<file path="src/rtl/cordic_scheduler_if.sv">
// cordic_scheduler_if: requester-side handshakes and the cordic pipeline bus of the cordic scheduler
interface cordic_scheduler_if #(
    parameter int N_REQ = 2
);
    logic [N_REQ-1:0] req_valid;
    logic [N_REQ-1:0] req_ready;
    logic [N_REQ*23-1:0] req_theta;
    logic [N_REQ-1:0] rsp_valid;
    logic [N_REQ-1:0] rsp_ready;
    logic [N_REQ*22-1:0] rsp_result;
    logic [N_REQ-1:0] rsp_err;
    logic cordic_clk_en;
    logic [22:0] cordic_theta;
    logic [21:0] cordic_result;
    modport master(
        output req_valid, req_theta, rsp_ready, cordic_result,
        input req_ready, rsp_valid, rsp_result, rsp_err, cordic_clk_en, cordic_theta
    );
    modport slave(
        input req_valid, req_theta, rsp_ready, cordic_result,
        output req_ready, rsp_valid, rsp_result, rsp_err, cordic_clk_en, cordic_theta
    );
endinterface

</file>
<file path="src/rtl/cordic_scheduler.sv">
// cordic_scheduler: round-robin sharing of one cordic pipeline; CORDIC_SCHED_RANGE_CHECK_EN flags |theta| > 1.0 as rsp_err
module cordic_scheduler #(
    parameter int N_REQ = 2,
    parameter int LATENCY = 16
) (
    input logic clk,
    input logic reset,
    cordic_scheduler_if.slave bus,
    output logic busy
);
    localparam int IW = $clog2(N_REQ);
    typedef struct packed {
        logic v;
        logic [IW-1:0] id;
        logic err;
    } tagT;
    tagT tags [LATENCY];
    tagT last;
    logic [N_REQ-1:0] outstanding, rspValid, rspErr, eligible;
    logic [N_REQ*22-1:0] rspResult;
    logic [IW-1:0] ptr, winner;
    logic [22:0] selTheta, cordicTheta;
    logic accept, accErr, anyTag, clkEn;
    assign eligible = bus.req_valid & ~outstanding & {N_REQ{reset}};
    assign accept = |eligible;
    // descending scan so the first eligible requester from ptr ends up as winner
    always_comb begin
        winner = ptr;
        for (int k = N_REQ - 1; k >= 0; k--)
            if (eligible[(int'(ptr) + k) % N_REQ]) winner = IW'((int'(ptr) + k) % N_REQ);
    end
    assign selTheta = bus.req_theta[int'(winner)*23 +: 23];
`ifdef CORDIC_SCHED_RANGE_CHECK_EN
    assign accErr = $signed(selTheta) > $signed(23'h200000) || $signed(selTheta) < $signed(23'h600000);
`else
    assign accErr = 1'b0;
`endif
    always_comb begin
        anyTag = 1'b0;
        for (int j = 0; j < LATENCY; j++) anyTag = anyTag | tags[j].v;
    end
    assign clkEn = reset && (accept || anyTag);
    assign last = tags[LATENCY-1];
    always_ff @(posedge clk) begin
        if (!reset) begin
            for (int j = 0; j < LATENCY; j++) tags[j] <= '0;
            ptr <= '0;
            cordicTheta <= '0;
        end else begin
            if (clkEn) begin
                tags[0] <= {accept, winner, accErr & accept};
                for (int j = 1; j < LATENCY; j++) tags[j] <= tags[j-1];
            end
            if (accept) begin
                cordicTheta <= selTheta;
                ptr <= (int'(winner) == N_REQ - 1) ? '0 : IW'(int'(winner) + 1);
            end
        end
    end
    // one outstanding request per requester, so capture and release never hit the same slot together
    always_ff @(posedge clk) begin
        if (!reset) begin
            outstanding <= '0;
            rspValid <= '0;
            rspErr <= '0;
            rspResult <= '0;
        end else begin
            for (int i = 0; i < N_REQ; i++) begin
                if (rspValid[i] && bus.rsp_ready[i]) begin
                    rspValid[i] <= 1'b0;
                    rspErr[i] <= 1'b0;
                    rspResult[i*22 +: 22] <= '0;
                    outstanding[i] <= 1'b0;
                end
                if (eligible[i] && int'(winner) == i) outstanding[i] <= 1'b1;
                if (last.v && int'(last.id) == i) begin
                    rspValid[i] <= 1'b1;
                    rspErr[i] <= last.err;
                    rspResult[i*22 +: 22] <= last.err ? '0 : bus.cordic_result;
                end
            end
        end
    end
    assign bus.req_ready = accept ? N_REQ'(1) << winner : '0;
    assign bus.rsp_valid = rspValid;
    assign bus.rsp_result = rspResult;
    assign bus.rsp_err = rspErr;
    assign bus.cordic_clk_en = clkEn;
    assign bus.cordic_theta = cordicTheta;
    assign busy = reset && |outstanding;
endmodule
</file>
<file path="src/flat_wrapper.sv">
// flat-port wrapper written by rule: the top's interface ports become plain ports
module cordic_scheduler_flat 
#(
    parameter int N_REQ = 2,
    parameter int LATENCY = 16
)
  (clk, reset, busy, bus_req_valid, bus_req_theta, bus_rsp_ready, bus_cordic_result, bus_req_ready, bus_rsp_valid, bus_rsp_result, bus_rsp_err, bus_cordic_clk_en, bus_cordic_theta);
  cordic_scheduler_if #(.N_REQ(N_REQ)) bus_i ();
  input logic clk;
  input logic reset;
  output logic busy;
  input wire logic [$bits(bus_i.req_valid)-1:0] bus_req_valid;
  input wire logic [$bits(bus_i.req_theta)-1:0] bus_req_theta;
  input wire logic [$bits(bus_i.rsp_ready)-1:0] bus_rsp_ready;
  input wire logic [$bits(bus_i.cordic_result)-1:0] bus_cordic_result;
  output wire logic [$bits(bus_i.req_ready)-1:0] bus_req_ready;
  output wire logic [$bits(bus_i.rsp_valid)-1:0] bus_rsp_valid;
  output wire logic [$bits(bus_i.rsp_result)-1:0] bus_rsp_result;
  output wire logic [$bits(bus_i.rsp_err)-1:0] bus_rsp_err;
  output wire logic [$bits(bus_i.cordic_clk_en)-1:0] bus_cordic_clk_en;
  output wire logic [$bits(bus_i.cordic_theta)-1:0] bus_cordic_theta;
  assign bus_i.req_valid = bus_req_valid;
  assign bus_i.req_theta = bus_req_theta;
  assign bus_i.rsp_ready = bus_rsp_ready;
  assign bus_i.cordic_result = bus_cordic_result;
  assign bus_req_ready = bus_i.req_ready;
  assign bus_rsp_valid = bus_i.rsp_valid;
  assign bus_rsp_result = bus_i.rsp_result;
  assign bus_rsp_err = bus_i.rsp_err;
  assign bus_cordic_clk_en = bus_i.cordic_clk_en;
  assign bus_cordic_theta = bus_i.cordic_theta;
  cordic_scheduler #(.N_REQ(N_REQ), .LATENCY(LATENCY)) u_core (.clk(clk), .reset(reset), .bus(bus_i), .busy(busy));
endmodule
</file>
<file path="config.mk">
export PLATFORM = sky130hd
export DESIGN_NAME = cordic_scheduler_flat
export DESIGN_NICKNAME = d
export VERILOG_FILES = /design/src/rtl/cordic_scheduler_if.sv /design/src/rtl/cordic_scheduler.sv /design/src/flat_wrapper.sv
export SDC_FILE = /design/constraint.sdc
export NUM_CORES = 1
export LEC_CHECK = 0
export BUFFER_PORTS_ARGS = -buffer_cell sky130_fd_sc_hd__buf_2
export CAP_MARGIN = 40
export CORE_MARGIN = 4
export CORE_UTILIZATION = 52
export CTS_CLUSTER_DIAMETER = 40
export DETAILED_ROUTE_END_ITERATION = 10
export HOLD_SLACK_MARGIN = 0.12
export PLACE_DENSITY = 0.84
export SYNTH_ARGS = -nofsm -noshare
export SYNTH_HDL_FRONTEND = slang
export SYNTH_SLANG_ARGS = --single-unit
</file>
<file path="constraint.sdc">
create_clock -name clk -period 8.3 [get_ports clk]
set_clock_uncertainty 0.1 [all_clocks]
set_input_delay 2.49 -clock clk [delete_from_list [all_inputs] [get_ports clk]]
set_output_delay 2.49 -clock clk [all_outputs]
set_load 0.03 [all_outputs]
</file>
# Yosys cells after proc, flatten, opt, wreduce, memory -nomap -nowiden
# Memories as Yosys holds them, arrays and structs flattened.
# Index checks and enable logic that the tools add are counted.
[totals] regBits=74 input_bits=74 latch_bits=0 n_memories=1 mem_bits_ro=0 wordCells=112 mem_bits_rw=48
[memory_table] memory="u_core.tags" depth=16 width=3 read_ports=16 rd_clocked_by_memory_dff=0 write_ports=16 line_no="cordic_scheduler.sv:17" text="tagT tags [LATENCY];"
[classes] div_mod_pow=0 bitwise=37 mul=1 n_reduce_logical=15 n_mux=42 add_sub_neg=2 magnitude_cmp=2 eq_ne=0 n_shift=2
[op_table] cell="two-way mux 22 bit" n=5
[op_table] cell="two-way mux 3 bit" n=16
[op_table] cell="indexed part select 46 x 32 -> 23 bit" n=1
[op_table] cell="OR 1 bit" n=31
[op_table] cell="two-way mux 1 bit" n=20
[op_table] cell="logical AND 1 bit" n=8
[op_table] cell="nonzero test 2 bit" n=4
[op_table] cell="multiplier 1 x 5 -> 6 bit, second input constant" n=1
[op_table] cell="AND 2 bit" n=2
[op_table] cell="OR reduction 2 bit" n=2
[op_table] cell="< comparator 2 x 3 -> 1 bit, second input constant" n=1
[op_table] cell="adder 1 bit, second input constant" n=2
[op_table] cell="< comparator 1 x 2 -> 1 bit, second input constant" n=1
[op_table] cell="two-way mux 2 bit" n=1
[op_table] cell="NOT 1 bit" n=2
[op_table] cell="NOT 2 bit" n=1
[op_table] cell="left shift 1 x 1 -> 2 bit, first input constant" n=1
[op_table] cell="AND 1 bit, first input constant" n=1
[op_table] cell="logical OR 1 bit" n=1

# Longest topological paths before layout
# An unclocked memory read counts as a cell.
[logic_depth] depth_word=22 depth_mapped=5 mapped_depth_nobuf=3

# Least setup slack after synthesis
# No wires, ideal clock.
[synth_timing] path_kind="input to output" from="input bus_req_valid[1]" to="output bus_cordic_clk_en" setup_slack_ns=2.112 cell_stages=4 arrival_ns=3.598 t_required_ns=5.710 n_path_buf=1 cell_sequence="nor2b_1 > o21ai_1 > clkbuf_1 > a31oi_1"
[synth_between] elab_chain_len=5
[synth_rtl] element="start, declared" line_no="flat_wrapper.sv:12" text="input wire logic [$bits(bus_i.req_valid)-1:0] bus_req_valid;"
[synth_rtl] element="AND 2 bit (2 in series)" line_no="cordic_scheduler.sv:24" text="assign eligible = bus.req_valid & ~outstanding & {N_REQ{reset}};"
[synth_rtl] element="OR reduction 2 bit" line_no="cordic_scheduler.sv:25" text="assign accept = |eligible;"
[synth_rtl] element="logical OR 1 bit" line_no="cordic_scheduler.sv:42" text="assign clkEn = reset && (accept || anyTag);"
[synth_rtl] element="logical AND 1 bit" line_no="cordic_scheduler.sv:42"
[synth_rtl] element="end, declared" line_no="flat_wrapper.sv:20" text="output wire logic [$bits(bus_i.cordic_clk_en)-1:0] bus_cordic_clk_en;"
# No other way between the ends.

# Worst setup path in the final report
[layout_timing] from="input reset" to="output bus_cordic_clk_en"
[layout_between] elab_chain_len=4
[layout_rtl] element="start, declared" line_no="flat_wrapper.sv:10" text="input logic reset;"
[layout_rtl] element="AND 2 bit" line_no="cordic_scheduler.sv:24"
[layout_rtl] element="OR reduction 2 bit" line_no="cordic_scheduler.sv:25"
[layout_rtl] element="logical OR 1 bit" line_no="cordic_scheduler.sv:42"
[layout_rtl] element="logical AND 1 bit (*)" line_no="cordic_scheduler.sv:42"
# Every way passes the cells marked *; elsewhere a longest branch is shown, timed or not.

==> impl_results.md <==
- Max clock buf depth: 2
- Worst-skew pair later-pin latency: 0.35 ns
- Syn Std Cell Area: roughly 4000 sq um
- Die width: ~95 microns
- CTS buffer count: 9
- P&R area growth vs syn: 24.0%
- Critical Path Fanout Max: 48
- Layout cells sized above 1: ~34%
- Max-cap violations: 0
- Clk slew on worst S/H paths: roughly 0.090 ns
- Vias: about 3400
- Total gr overflow: 0
- Drt wl/cell: 16.3 microns
- Synth warnings: 0
- Antenna Violating Nets Remaining: 0
- Die Ht: roughly 95 microns
- CTS Sinks: ~100
- Least-Margin Pin Slew: a little over 0.9 ns
- Final critical-path required period: around 6.5 ns
- I/O Buffers: between 100 and 150
- DP Wirelength: just under 7000 microns
- Antenna cell count: 0
- Synth top area cells: dfxtp_1 36%, edfxtp_1 24%, a221o_1 5.8%, a22oi_1 4.4%, and3_1 3.6%
- Yosys cell types: 33
- Final hold vios: 0
- Hold Crit Class: flop to flop
- Initial DRC Count: 237
- Setup crit end kind: primary output
- GP Congestion: about 0.84
- Clock Root Buffer: clkbuf_8
- Final setup fails: 0
- Fillers: about 600
- Hold_buf cts: 0
- Leak: 2.29 nW
- Initial Util: around 54%
- Antenna violations before repair: 0
- Synth Instances: 372
- Flops & latches, synth: 104
- Most frequent cell after synthesis: dfxtp_1
- DRC Markers: 0
- Peak Freq: between 0.15 and 0.2 GHz
- Final Core Density: 66.8%
- EDFF count, synth: 32
- First-pass GRT wire length: 14900 microns
- Vias in the first global route: 3190
- Hold path start: u_core.bus.rsp_result[20]$_SDFFE_PN0P_
- GRT Total Usage: about a fifth
- Top post-synthesis cells by count: 72 x dfxtp_1, 33 x nand2_1, 32 x edfxtp_1
- Post-CTS setup-driven buffer insertion count: 0
- Largest net degree at the start of global routing: 49
- Period utilization: about four fifths
- Status: finished clean
- Data required, critical path: 5.71 ns
- RSZ-0062 raised after global routing: false
- Max-slew violations: 0
- # IOs: approximately 150
- TNS Setup: 0 ns
- CTS tree: yes
- FP Rows: 31
- Max IR drop VDD: approximately 0.15 mV
- Critical path arrival: approximately 4.0 ns
- Power Density: about 260 nW/um^2
- Avg Inst Size Synth: approximately 11 sq um
- Core area: between 7000 and 8000 sq um
- H-tree depth: 3
- Synth async-reset ratio: 0%
- WL final: about 10000 microns
- Vias per inst: ~5.6
- CP startpoint kind: input port
- Final #Nets: 578
- DIE AREA: slightly above 9000 sq um
- Top FF cell, synth: dfxtp_1
- Setup CP Type: input port to primary output
- TritonRoute pass-1 iters: 5
- Max_slew headroom: around 39%
- Register area share after synthesis: 60.8%
- Post-synth top area share: 36.5%
- Synth area leader: dfxtp_1
- RR Startpoint: u_core.tags[15][2]$_SDFFCE_PN0P_
- Setup crit start: reset
- Post-CTS sizing: 0
## per-layer routing
layer	track usage, %	routed length (microns)
met3	3.95	809
met2	36.1	4990
met4	9.38	178
met1	25.7	3950
met5	0	0
## where the power goes
| part | internal (W) | switching, W |
|---|---|---|
| clock | 0.000130 | 0.000169 |
| combinational | 0.000101 | 0.000226 |
| sequential | 0.000626 | 0.0000386 |
## per-stage QoR
stage                     hold slack, ns  cell area [sq um]  worst slack, ns  power, W  instances
after detailed placement           0.356               4710             1.79   0.00100        592
after floorplan                    0.403               3960             2.11  0.000907        373
after global routing               0.393               4900             1.61   0.00135        608
after CTS                          0.368               4900             1.78   0.00130        608
final                              0.369               4900             1.76   0.00129        608
after global placement             0.352               4710             1.81  0.000986        592
## cells in the final DEF, fill, tap and decap left out, types with 2 or more instances in the layout
cell type,count
edfxtp_1,32
clkinv_4,2
or4_1,4
a31oi_1,10
a221o_1,23
nand2_1,33
and2_1,22
nor2b_1,3
nand2b_1,2
a22oi_1,23
clkbuf_8,9
nand3b_1,2
nor2_1,27
buf_4,7
and3_1,23
a31o_2,2
dfxtp_1,72
buf_2,146
nand3_1,22
a21oi_1,25
conb_1,2
inv_1,3
## logic make-up after synthesis
kind of cell | Yosys count | share of synthesized area (%)
compound gates | 87 | 16.1
fa+ha+maj | 1 | 0.253
buf+inv | 37 | 4.37
flops | 104 | 60.8
other cells | 1 | 0.0949
simple gates | 142 | 18.3
## critical path: stages
cell and delay, ns:
buf_2 0.42, clkinv_1 0.24, buf_4 0.33, a31oi_1 0.20, buf_2 0.22
## flip-flops by register name, indices dropped and copies added (netlist names)
| signal | cells |
|---|---|
| u_core.ptr | 1 |
| u_core.tags | 32 |
| u_core.bus.rsp_result | 44 |
| u_core.bus.cordic_theta | 23 |
| u_core.outstanding | 2 |
| u_core.bus.rsp_valid | 2 |
## area by class of cell
cell class | instances | area, sq um | share of cell area [%]
clock buffers | 11 | 153 | 3.12
well taps | 99 | 124 | 2.53
multi-input cells | 232 | 1390 | 28.3
clock inverters | 5 | 37.5 | 0.766
inverters | 4 | 15.0 | 0.306
repair buffers | 153 | 783 | 16.0
flip-flops and latches | 104 | 2400 | 49.0
## path summary, 6_finish.rpt
path,slack (ns),depth (start not counted),to
worst max-delay path,1.76,5,bus_cordic_clk_en
worst min-delay path,0.37,2,u_core.bus.rsp_result[20]$_SDFFE_PN0P_
worst max register to register,5.46,4,u_core.tags[13][2]$_SDFFCE_PN0P_
worst min register to register,0.37,2,u_core.bus.rsp_result[20]$_SDFFE_PN0P_
(Power assumes the default switching activity.)
